**config.mk**
```make
export PLATFORM = sky130hd
export DESIGN_NAME = serdesphy_i2c_slave
export DESIGN_NICKNAME = d
export VERILOG_FILES = /design/src/rtl/serdesphy_i2c_slave_pkg.sv /design/src/rtl/serdesphy_i2c_sync_edge.sv /design/src/rtl/serdesphy_i2c_slave.sv
export SDC_FILE = /design/constraint.sdc
export NUM_CORES = 1
export LEC_CHECK = 0
export BUFFER_PORTS_ARGS = -buffer_cell sky130_fd_sc_hd__buf_2
export CAP_MARGIN = 20
export CELL_PAD_IN_SITES_DETAIL_PLACEMENT = 2
export CELL_PAD_IN_SITES_GLOBAL_PLACEMENT = 2
export CORE_UTILIZATION = 38
export DETAILED_ROUTE_END_ITERATION = 16
export PLACE_DENSITY = 0.84
export SETUP_SLACK_MARGIN = 0.4
export SYNTH_ARGS = -nofsm -noshare
export SYNTH_HDL_FRONTEND = slang
export SYNTH_SLANG_ARGS = --single-unit
```
**constraint.sdc**
```tcl
create_clock -name clk -period 2.26 [get_ports clk]
set_input_delay 0.452 -clock clk [delete_from_list [all_inputs] [get_ports clk]]
set_output_delay 0.452 -clock clk [all_outputs]
set_load 0.005 [all_outputs]
```
**src/rtl/serdesphy_i2c_slave_pkg.sv**
```systemverilog
// Shared types and constants for the SERDES PHY I2C slave.
// Holds the FSM state encoding, ACK/NACK levels and default address.
package serdesphy_i2c_slave_pkg;

  localparam logic [6:0] DEFAULT_DEV_ADDR = 7'h50;
  localparam logic       ACK              = 1'b0;
  localparam logic       NACK             = 1'b1;

  typedef enum logic [3:0] {
    S_IDLE,
    S_ADDR,
    S_ADDR_ACK,
    S_PTR,
    S_PTR_ACK,
    S_WDATA,
    S_WDATA_ACK,
    S_RDATA,
    S_RACK,
    S_WAIT_STOP
  } state_t;

endpackage

```
**src/rtl/serdesphy_i2c_sync_edge.sv**
```systemverilog
// Two-flop synchroniser plus history flop with rise/fall detection.
// Edges are held off until the pipeline holds real samples after reset.
module serdesphy_i2c_sync_edge (
  input  logic clk,
  input  logic rst_n,
  input  logic i_d,
  output logic o_q,
  output logic o_rise,
  output logic o_fall
);

  logic       r_s1;
  logic       r_s2;
  logic       r_h;
  logic [2:0] r_v;

  always_ff @(posedge clk or negedge rst_n) begin
    if (!rst_n) begin
      r_s1 <= 1'b1;
      r_s2 <= 1'b1;
      r_h  <= 1'b1;
      r_v  <= 3'b000;
    end else begin
      r_s1 <= i_d;
      r_s2 <= r_s1;
      r_h  <= r_s2;
      r_v  <= {r_v[1:0], 1'b1};
    end
  end

  assign o_q    = r_s2;
  assign o_rise = r_v[2] & r_s2 & ~r_h;
  assign o_fall = r_v[2] & ~r_s2 & r_h;

endmodule

```
**src/rtl/serdesphy_i2c_slave.sv**
```systemverilog
// I2C slave bridging a pad-level bus to an 8-bit CSR port.
// Supports pointer write, burst write and burst read with auto-increment.
module serdesphy_i2c_slave
  import serdesphy_i2c_slave_pkg::*;
#(
  parameter logic [6:0] DEV_ADDR = DEFAULT_DEV_ADDR
) (
  input  logic       clk,
  input  logic       rst_n,
  input  logic       scl_i,
  input  logic       sda_i,
  output logic       sda_oe,
  output logic [7:0] reg_addr,
  output logic [7:0] reg_wdata,
  output logic       reg_write_en,
  output logic       reg_read_en,
  input  logic [7:0] reg_rdata,
  output logic       busy
);

  logic w_scl, w_scl_rise, w_scl_fall;
  logic w_sda, w_sda_rise, w_sda_fall;
  logic w_start, w_stop, w_last;
  logic [7:0] w_byte;

  state_t     r_state;
  logic [2:0] r_bitcnt;
  logic [6:0] r_shift;
  logic [7:0] r_tx;
  logic       r_rw;
  logic       r_ackph;
  logic       r_rd_d1;

  serdesphy_i2c_sync_edge u_scl (
    .clk    (clk),
    .rst_n  (rst_n),
    .i_d    (scl_i),
    .o_q    (w_scl),
    .o_rise (w_scl_rise),
    .o_fall (w_scl_fall)
  );

  serdesphy_i2c_sync_edge u_sda (
    .clk    (clk),
    .rst_n  (rst_n),
    .i_d    (sda_i),
    .o_q    (w_sda),
    .o_rise (w_sda_rise),
    .o_fall (w_sda_fall)
  );

  assign w_start = w_sda_fall & w_scl;
  assign w_stop  = w_sda_rise & w_scl;
  assign w_last  = (r_bitcnt == 3'd7);
  assign w_byte  = {r_shift, w_sda};

  always_ff @(posedge clk or negedge rst_n) begin
    if (!rst_n) begin
      r_state      <= S_IDLE;
      r_bitcnt     <= 3'd0;
      r_shift      <= 7'd0;
      r_tx         <= 8'hFF;
      r_rw         <= 1'b0;
      r_ackph      <= 1'b0;
      r_rd_d1      <= 1'b0;
      sda_oe       <= 1'b0;
      reg_addr     <= 8'h00;
      reg_wdata    <= 8'h00;
      reg_write_en <= 1'b0;
      reg_read_en  <= 1'b0;
      busy         <= 1'b0;
    end else begin
      reg_write_en <= 1'b0;
      reg_read_en  <= 1'b0;
      r_rd_d1      <= reg_read_en;
      if (r_rd_d1)
        r_tx <= reg_rdata;
      // Pointer advances the clk after the write strobe it addressed
      if (reg_write_en)
        reg_addr <= reg_addr + 8'd1;
      if (w_start) begin
        r_state  <= S_ADDR;
        r_bitcnt <= 3'd0;
        r_ackph  <= 1'b0;
        sda_oe   <= 1'b0;
      end else if (w_stop) begin
        r_state <= S_IDLE;
        r_ackph <= 1'b0;
        sda_oe  <= 1'b0;
        busy    <= 1'b0;
      end else begin
        unique case (r_state)
          S_IDLE, S_WAIT_STOP: begin
          end
          S_ADDR, S_PTR, S_WDATA: begin
            if (w_scl_rise) begin
              r_shift  <= w_byte[6:0];
              r_bitcnt <= r_bitcnt + 3'd1;
              if (w_last) begin
                r_ackph <= 1'b0;
                if (r_state == S_ADDR) begin
                  if (w_byte[7:1] == DEV_ADDR) begin
                    r_state     <= S_ADDR_ACK;
                    r_rw        <= w_byte[0];
                    busy        <= 1'b1;
                    reg_read_en <= w_byte[0];
                  end else begin
                    r_state <= S_WAIT_STOP;
                    busy    <= 1'b0;
                  end
                end else if (r_state == S_PTR) begin
                  reg_addr <= w_byte;
                  r_state  <= S_PTR_ACK;
                end else begin
                  reg_wdata    <= w_byte;
                  reg_write_en <= 1'b1;
                  r_state      <= S_WDATA_ACK;
                end
              end
            end
          end
          S_ADDR_ACK, S_PTR_ACK, S_WDATA_ACK: begin
            if (w_scl_fall) begin
              if (!r_ackph) begin
                sda_oe  <= ~ACK;
                r_ackph <= 1'b1;
              end else begin
                r_ackph  <= 1'b0;
                r_bitcnt <= 3'd0;
                if (r_state == S_ADDR_ACK && r_rw) begin
                  r_state <= S_RDATA;
                  sda_oe  <= ~r_tx[7];
                  r_tx    <= {r_tx[6:0], 1'b1};
                end else begin
                  sda_oe  <= 1'b0;
                  r_state <= (r_state == S_ADDR_ACK) ? S_PTR : S_WDATA;
                end
              end
            end
          end
          S_RDATA: begin
            if (w_scl_rise) begin
              r_bitcnt <= r_bitcnt + 3'd1;
              if (w_last) begin
                r_state <= S_RACK;
                r_ackph <= 1'b0;
              end
            end else if (w_scl_fall) begin
              sda_oe <= ~r_tx[7];
              r_tx   <= {r_tx[6:0], 1'b1};
            end
          end
          S_RACK: begin
            if (w_scl_fall) begin
              if (!r_ackph) begin
                sda_oe  <= 1'b0;
                r_ackph <= 1'b1;
              end else begin
                r_ackph <= 1'b0;
                r_state <= S_RDATA;
                sda_oe  <= ~r_tx[7];
                r_tx    <= {r_tx[6:0], 1'b1};
              end
            end else if (w_scl_rise && r_ackph) begin
              if (w_sda == NACK) begin
                r_state <= S_WAIT_STOP;
              end else begin
                reg_addr    <= reg_addr + 8'd1;
                reg_read_en <= 1'b1;
              end
            end
          end
          default: r_state <= S_IDLE;
        endcase
      end
    end
  end

endmodule

```
# Yosys cells after proc, flatten, opt, wreduce, memory -nomap -nowiden
# Index checks and enable logic that the tools add are counted.
[totals]
register_bits = 57
word_cells = 182
[classes]
addsub = 2
n_eq_ne = 31
n_mux = 86
bitwise_logic = 19
reduce_logical = 23
[op_table]
columns = ["cell", "n"]
rows = [
  ["$mux 8", 20],
  ["$mux 4", 14],
  ["$mux 1", 37],
  ["$ne 4x4->1 const B", 6],
  ["$pmux 8 s3", 1],
  ["$mux 3", 7],
  ["$pmux 4 s5", 1],
  ["$eq 4x3->1 const B", 4],
  ["$pmux 8 s2", 1],
  ["$reduce_and 5->1", 3],
  ["$reduce_and 7->1", 2],
  ["$ne 4x1->1 const B", 3],
  ["$ne 4x3->1 const B", 3],
  ["$and 1x1->1", 10],
  ["$reduce_and 10->1", 1],
  ["$not 1->1", 9],
  ["$add 8x1->8 const B", 1],
  ["$eq 4x2->1 const B", 2],
  ["$eq 4x4->1 const B", 2],
  ["$reduce_and 4->1", 2],
  ["$reduce_bool 2->1", 4],
  ["$reduce_or 4->1", 2],
  ["$eq 7x7->1 const B", 1],
  ["$ne 3x3->1 const B", 2],
  ["other kinds (20)", 23],
]

# Logic depth before layout (Yosys ltp)
[logic_depth]
depth_word = 9
depth_mapped = 7
ltp_nobuf = 7

# By module
# From an unflattened synthesis, not the netlist that was laid out.
[hier_totals]
hier_cells = 291
area_unflattened_um2 = 3159.3
[by_module_without_submodules]
columns = ["module", "n_inst", "cells_per_inst", "area_per_inst_um2", "seq_area_each_um2"]
rows = [
  ["serdesphy_i2c_slave", 1, 273, 2808.9, 1136.1],
  ["serdesphy_i2c_sync_edge", 2, 9, 175.2, 153.9],
]

# Worst setup path before layout
# Ideal clock, no wire load.
[synth_path]
path_kind = "register -> register"
startpoint = "register r_bitcnt[0]"
endpoint = "register reg_addr[7]"
setup_ns = 0.134
t_arrival_ns = 1.828
required_time_ns = 2.126
setup_slack_ns = 0.298
stages_incl_launch_ff = 8
path_buffers = 0
path_cell_list = "dfrtp_1 ha_1 ha_1 or3b_1 nor3_2 o22ai_1 a222oi_1 o21ai_0"
[synth_via]
elab_chain_cells = 6
[synth_rtl]
columns = ["element", "line", "rtl"]
rows = [
  ["from (decl)", "serdesphy_i2c_slave.sv:27", "logic [2:0] r_bitcnt;"],
  ["from (signal assigned)", "serdesphy_i2c_slave.sv:98", "r_bitcnt <= r_bitcnt + 3'd1;"],
  ["from (signal assigned)", "serdesphy_i2c_slave.sv:143", "r_bitcnt <= r_bitcnt + 3'd1;"],
  ["$eq 3x3->1", "serdesphy_i2c_slave.sv:54", "assign w_last = (r_bitcnt == 3'd7);"],
  ["$mux 8", "serdesphy_i2c_slave.sv:99", "if (w_last) begin"],
  ["$mux 8", "serdesphy_i2c_slave.sv:96", "if (w_scl_rise) begin"],
  ["$pmux 8 s2", "serdesphy_i2c_slave.sv:92", "unique case (r_state)"],
  ["$mux 8", "serdesphy_i2c_slave.sv:86", "end else if (w_stop) begin"],
  ["$mux 8", "serdesphy_i2c_slave.sv:81", "if (w_start) begin"],
  ["to (signal assigned)", "serdesphy_i2c_slave.sv:80", "reg_addr <= reg_addr + 8'd1;"],
  ["to (signal assigned)", "serdesphy_i2c_slave.sv:112", "reg_addr <= w_byte;"],
  ["to (signal assigned)", "serdesphy_i2c_slave.sv:168", "reg_addr <= reg_addr + 8'd1;"],
  ["to (decl)", "serdesphy_i2c_slave.sv:13", "output logic [7:0] reg_addr,"],
]
# Every way passes these cells.
# A chain may end at the register's enable or synchronous reset.

# Final worst setup path
[layout_path]
startpoint = "register u_sda.r_s2, in the netlist u_sda.o_q"
endpoint = "register reg_addr[5]"
[layout_via]
elab_chain_cells = 6
word_cells_on_any_way = 13
[layout_rtl]
columns = ["element", "line", "rtl"]
rows = [
  ["from (decl)", "serdesphy_i2c_sync_edge.sv:13", "logic r_s2;"],
  ["from (signal assigned)", "serdesphy_i2c_sync_edge.sv:25", "r_s2 <= r_s1;"],
  ["$mux 8", "serdesphy_i2c_slave.sv:165", "if (w_sda == NACK) begin"],
  ["$mux 8", "serdesphy_i2c_slave.sv:164", "end else if (w_scl_rise && r_ackph) begin"],
  ["$mux 8", "serdesphy_i2c_slave.sv:154", "if (w_scl_fall) begin"],
  ["$pmux 8 s2", "serdesphy_i2c_slave.sv:92", ""],
  ["$mux 8", "serdesphy_i2c_slave.sv:86", ""],
  ["$mux 8 *", "serdesphy_i2c_slave.sv:81", ""],
]
# Mark *: on every way between the ends. The rest lies on a longest branch, timed or not.

==> flow_summary.toml <==
[worst_setup_path]
crit_type = "reg2reg"
rr_startpoint = "u_sda.o_q"
r2r_cells = 6
timing.rr.end = "reg_addr[5]"
crit_required_ns = 2.48
crit_path_end_kind = "register"
cp-start-kind = "register"
reg2reg_slack_ns = 0.15
critPathMaxFanout = 7
cp_data_arrival_time_ns = 2.33

[power_and_ir_drop]
power_frac_clock = 0.222
p_int_uw = 1730
p_sw_frac = 0.376
leakage_uw = 0.00174
seq_power_share = 0.439
ir_drop_mv = 0.425
p_comb_frac = 0.339
powerDensity_nw_per_um2 = 707
p_sw_uw = 1040

[cells_and_area]
layout_common_cells = "37 x buf_4, 36 x dfrtp_1, 31 x buf_2"
n_antenna_cell = 0
area_growth_pct = 30.8
stdcell_count = 445
final_common_cell = "buf_4"
nets = 360
drive_above_1_share = 0.517

[grt]
grt_pass1_vias = 2880
antenna_found_initial = 0
grt_max_degree = 30
grtUsageTotal = 0.268
grt_pass1_wl_mm = 16.6
overflow = 0

[die]
die_h_um = 90.7
rows = 31
die_w_um = 90.7
core-area_sq_um = 7410
start_util = 0.403
ios = 32
dieArea_sq_um = 8220

[placement]
portBuffers = 31
dp_cells = 412
gp_congestion = 0.851
hpwlAfterDp_mm = 6.83

[clock_network]
cts_made_buffers = 5
path_clk_slew_ns = 0.12
clk_path_buf_depth = 2
htreeDepth = 2
cts_tree = "yes"
clock_sinks = 54
cts-root-buf = "clkbuf_8"
clk_latency_ns = 0.33

[status]
status = "complete, no violations"

[yosys]
synth_warnings = 0
synth_edf_count = 0
synth_cell_types = 64
synth_cells = 279
syn_nets = 294
netlist_area_sq_um = 2990
synthFlopType = "dfrtp_1"
avgSynthCellArea_sq_um = 10.7
ys_seq_area_frac = 0.458
ys_seq_elements = 54
async_reset_ff_frac = 1.00

[routing]
wl_per_cell_um = 25.4
drc = 0
drt-pass1-iter-count = 4
vias_per_cell = 5.91
ant_nets = 0
drt-total-wl_mm = 11.3
via_count = 2631
drt_iter0_drc = 140

[sta]
rsz0062_at_grt = "yes"
relSlewSlack = 0.559
final.setup.tns_ns = 0
timing.final.crit_share = 0.934
max_freq_ghz = 0.474
slew_viol_final = 0
setup_viol = 0
skew_ns = 0.00938
min_period_ns = 2.11
hold_viol_final = 0
tightest_slew_ns = 0.654

[flow_run]
drv_cap = 0

[worst_hold_path]
hold_class = "in2async"
-- metal layers --
metal  vias up  GRT usage  share of wire
li1       1162          -              -
met5         -          0              0
met2        68      0.471           0.53
met3        28     0.0345          0.032
met1      1373      0.318           0.40
met4         0      0.137          0.042
-- synth_stat cells (3+ instances only) --
| cell | instances | area share |
|---|---|---|
| a21oi_1 | 8 | 0.013 |
| a2bb2oi_1 | 3 | 0.0088 |
| a31oi_1 | 6 | 0.013 |
| and3_1 | 3 | 0.0063 |
| and4b_1 | 3 | 0.010 |
| buf_2 | 5 | 0.0084 |
| clkbuf_1 | 8 | 0.010 |
| dfrtp_1 | 40 | 0.33 |
| dfstp_2 | 14 | 0.12 |
| ha_1 | 3 | 0.013 |
| inv_1 | 5 | 0.0063 |
| mux2_1 | 7 | 0.026 |
| mux2_2 | 27 | 0.10 |
| mux2i_1 | 8 | 0.027 |
| nand2_1 | 21 | 0.026 |
| nand2b_1 | 4 | 0.0084 |
| nand3_1 | 10 | 0.017 |
| nand3b_1 | 3 | 0.0075 |
| nand4_1 | 3 | 0.0063 |
| nor2_1 | 12 | 0.015 |
| nor2b_1 | 4 | 0.0084 |
| nor3_1 | 6 | 0.010 |
| o21ai_0 | 14 | 0.023 |
| or3_1 | 3 | 0.0063 |
| xnor2_1 | 8 | 0.023 |
| xor2_1 | 4 | 0.012 |
-- state kept, by name, summed over array words and instances (netlist names), 2 cells and up --
signal / flops
r_tx: 8
r_bitcnt: 3
r_state: 4
reg_addr: 8
reg_wdata: 8
u_sda.r_v: 2
r_shift: 7
-- cell type report --
class                   instances  area, sq um
fillers                       742         3500
multi-input cells             205         1780
flip-flops and latches         54         1370
repair buffers                 74          513
well taps                      99          124
clock buffers                   5         68.8
clock inverters                 3         28.8
inverters                       5         18.8
-- critical path, stage by stage (launching register included) --
cell       delay, ns
dfstp_2         0.59
xor2_1          0.28
nand3_2         0.27
buf_4           0.25
o21ai_0         0.26
inv_1           0.17
a2bb2oi_1       0.19
-- worst max-delay path by stage --
stage | from | end | slack, ns | depth (start not counted)
after global routing | u_sda.o_q | reg_addr[5] | 0.09 | 6
final | u_sda.o_q | reg_addr[5] | 0.15 | 6
after detailed placement | r_state[0] | r_tx[5] | 0.13 | 6
after floorplan | r_bitcnt[0] | reg_addr[7] | 0.37 | 7
after CTS | r_bitcnt[1] | reg_addr[7] | 0.20 | 7
after global placement | r_state[0] | reg_wdata[6] | 0.24 | 4
-- what timing repair did --
item	4_1_cts	5_1_grt
setup buffers	12	13
hold buffers	0	0
pin swaps	10	9
setup endpoints to repair	39	38
gates resized for setup	31	32
-- power by group through the flow --
stage,Sequential (uW),Clock [uW],Combinational [uW]
after floorplan,1160,0,403
after global placement,1200,0,576
after detailed placement,1220,0,636
after CTS,1200,633,737
after global routing,1220,655,975
final,1210,614,938
-- cell families (layout without fill, tap and decap cells) --
| kind of cell | count (synthesis) | after routing | share of synthesized area |
|---|---|---|---|
| buffers and inverters | 20 | 87 | 0.0297 |
| other | 1 | 1 | 0.00125 |
| adder cells (fa/ha/maj) | 3 | 3 | 0.0126 |
| AND/OR/NAND/NOR | 90 | 90 | 0.176 |
| XOR/XNOR | 12 | 12 | 0.0352 |
| flip-flops | 54 | 54 | 0.458 |
| AO/OA/AOI/OAI | 57 | 57 | 0.132 |
| multiplexers | 42 | 42 | 0.155 |
-- per-stage QoR --
stage / area [sq um] / power, uW / hold WS [ns] / util / setup WS (ns)
floorplan: 3030 / 1560 / 0.156 / - / 0.366
global placement: 3390 / 1780 / 0.334 / 0.458 / 0.236
detailed placement: 3390 / 1860 / 0.347 / 0.458 / 0.128
CTS: 3690 / 2570 / 0.146 / 0.498 / 0.204
global route: 3910 / 2850 / 0.172 / 0.528 / 0.0874
finish: 3910 / 2760 / 0.129 / 0.528 / 0.149
(Power assumes the default switching activity.)
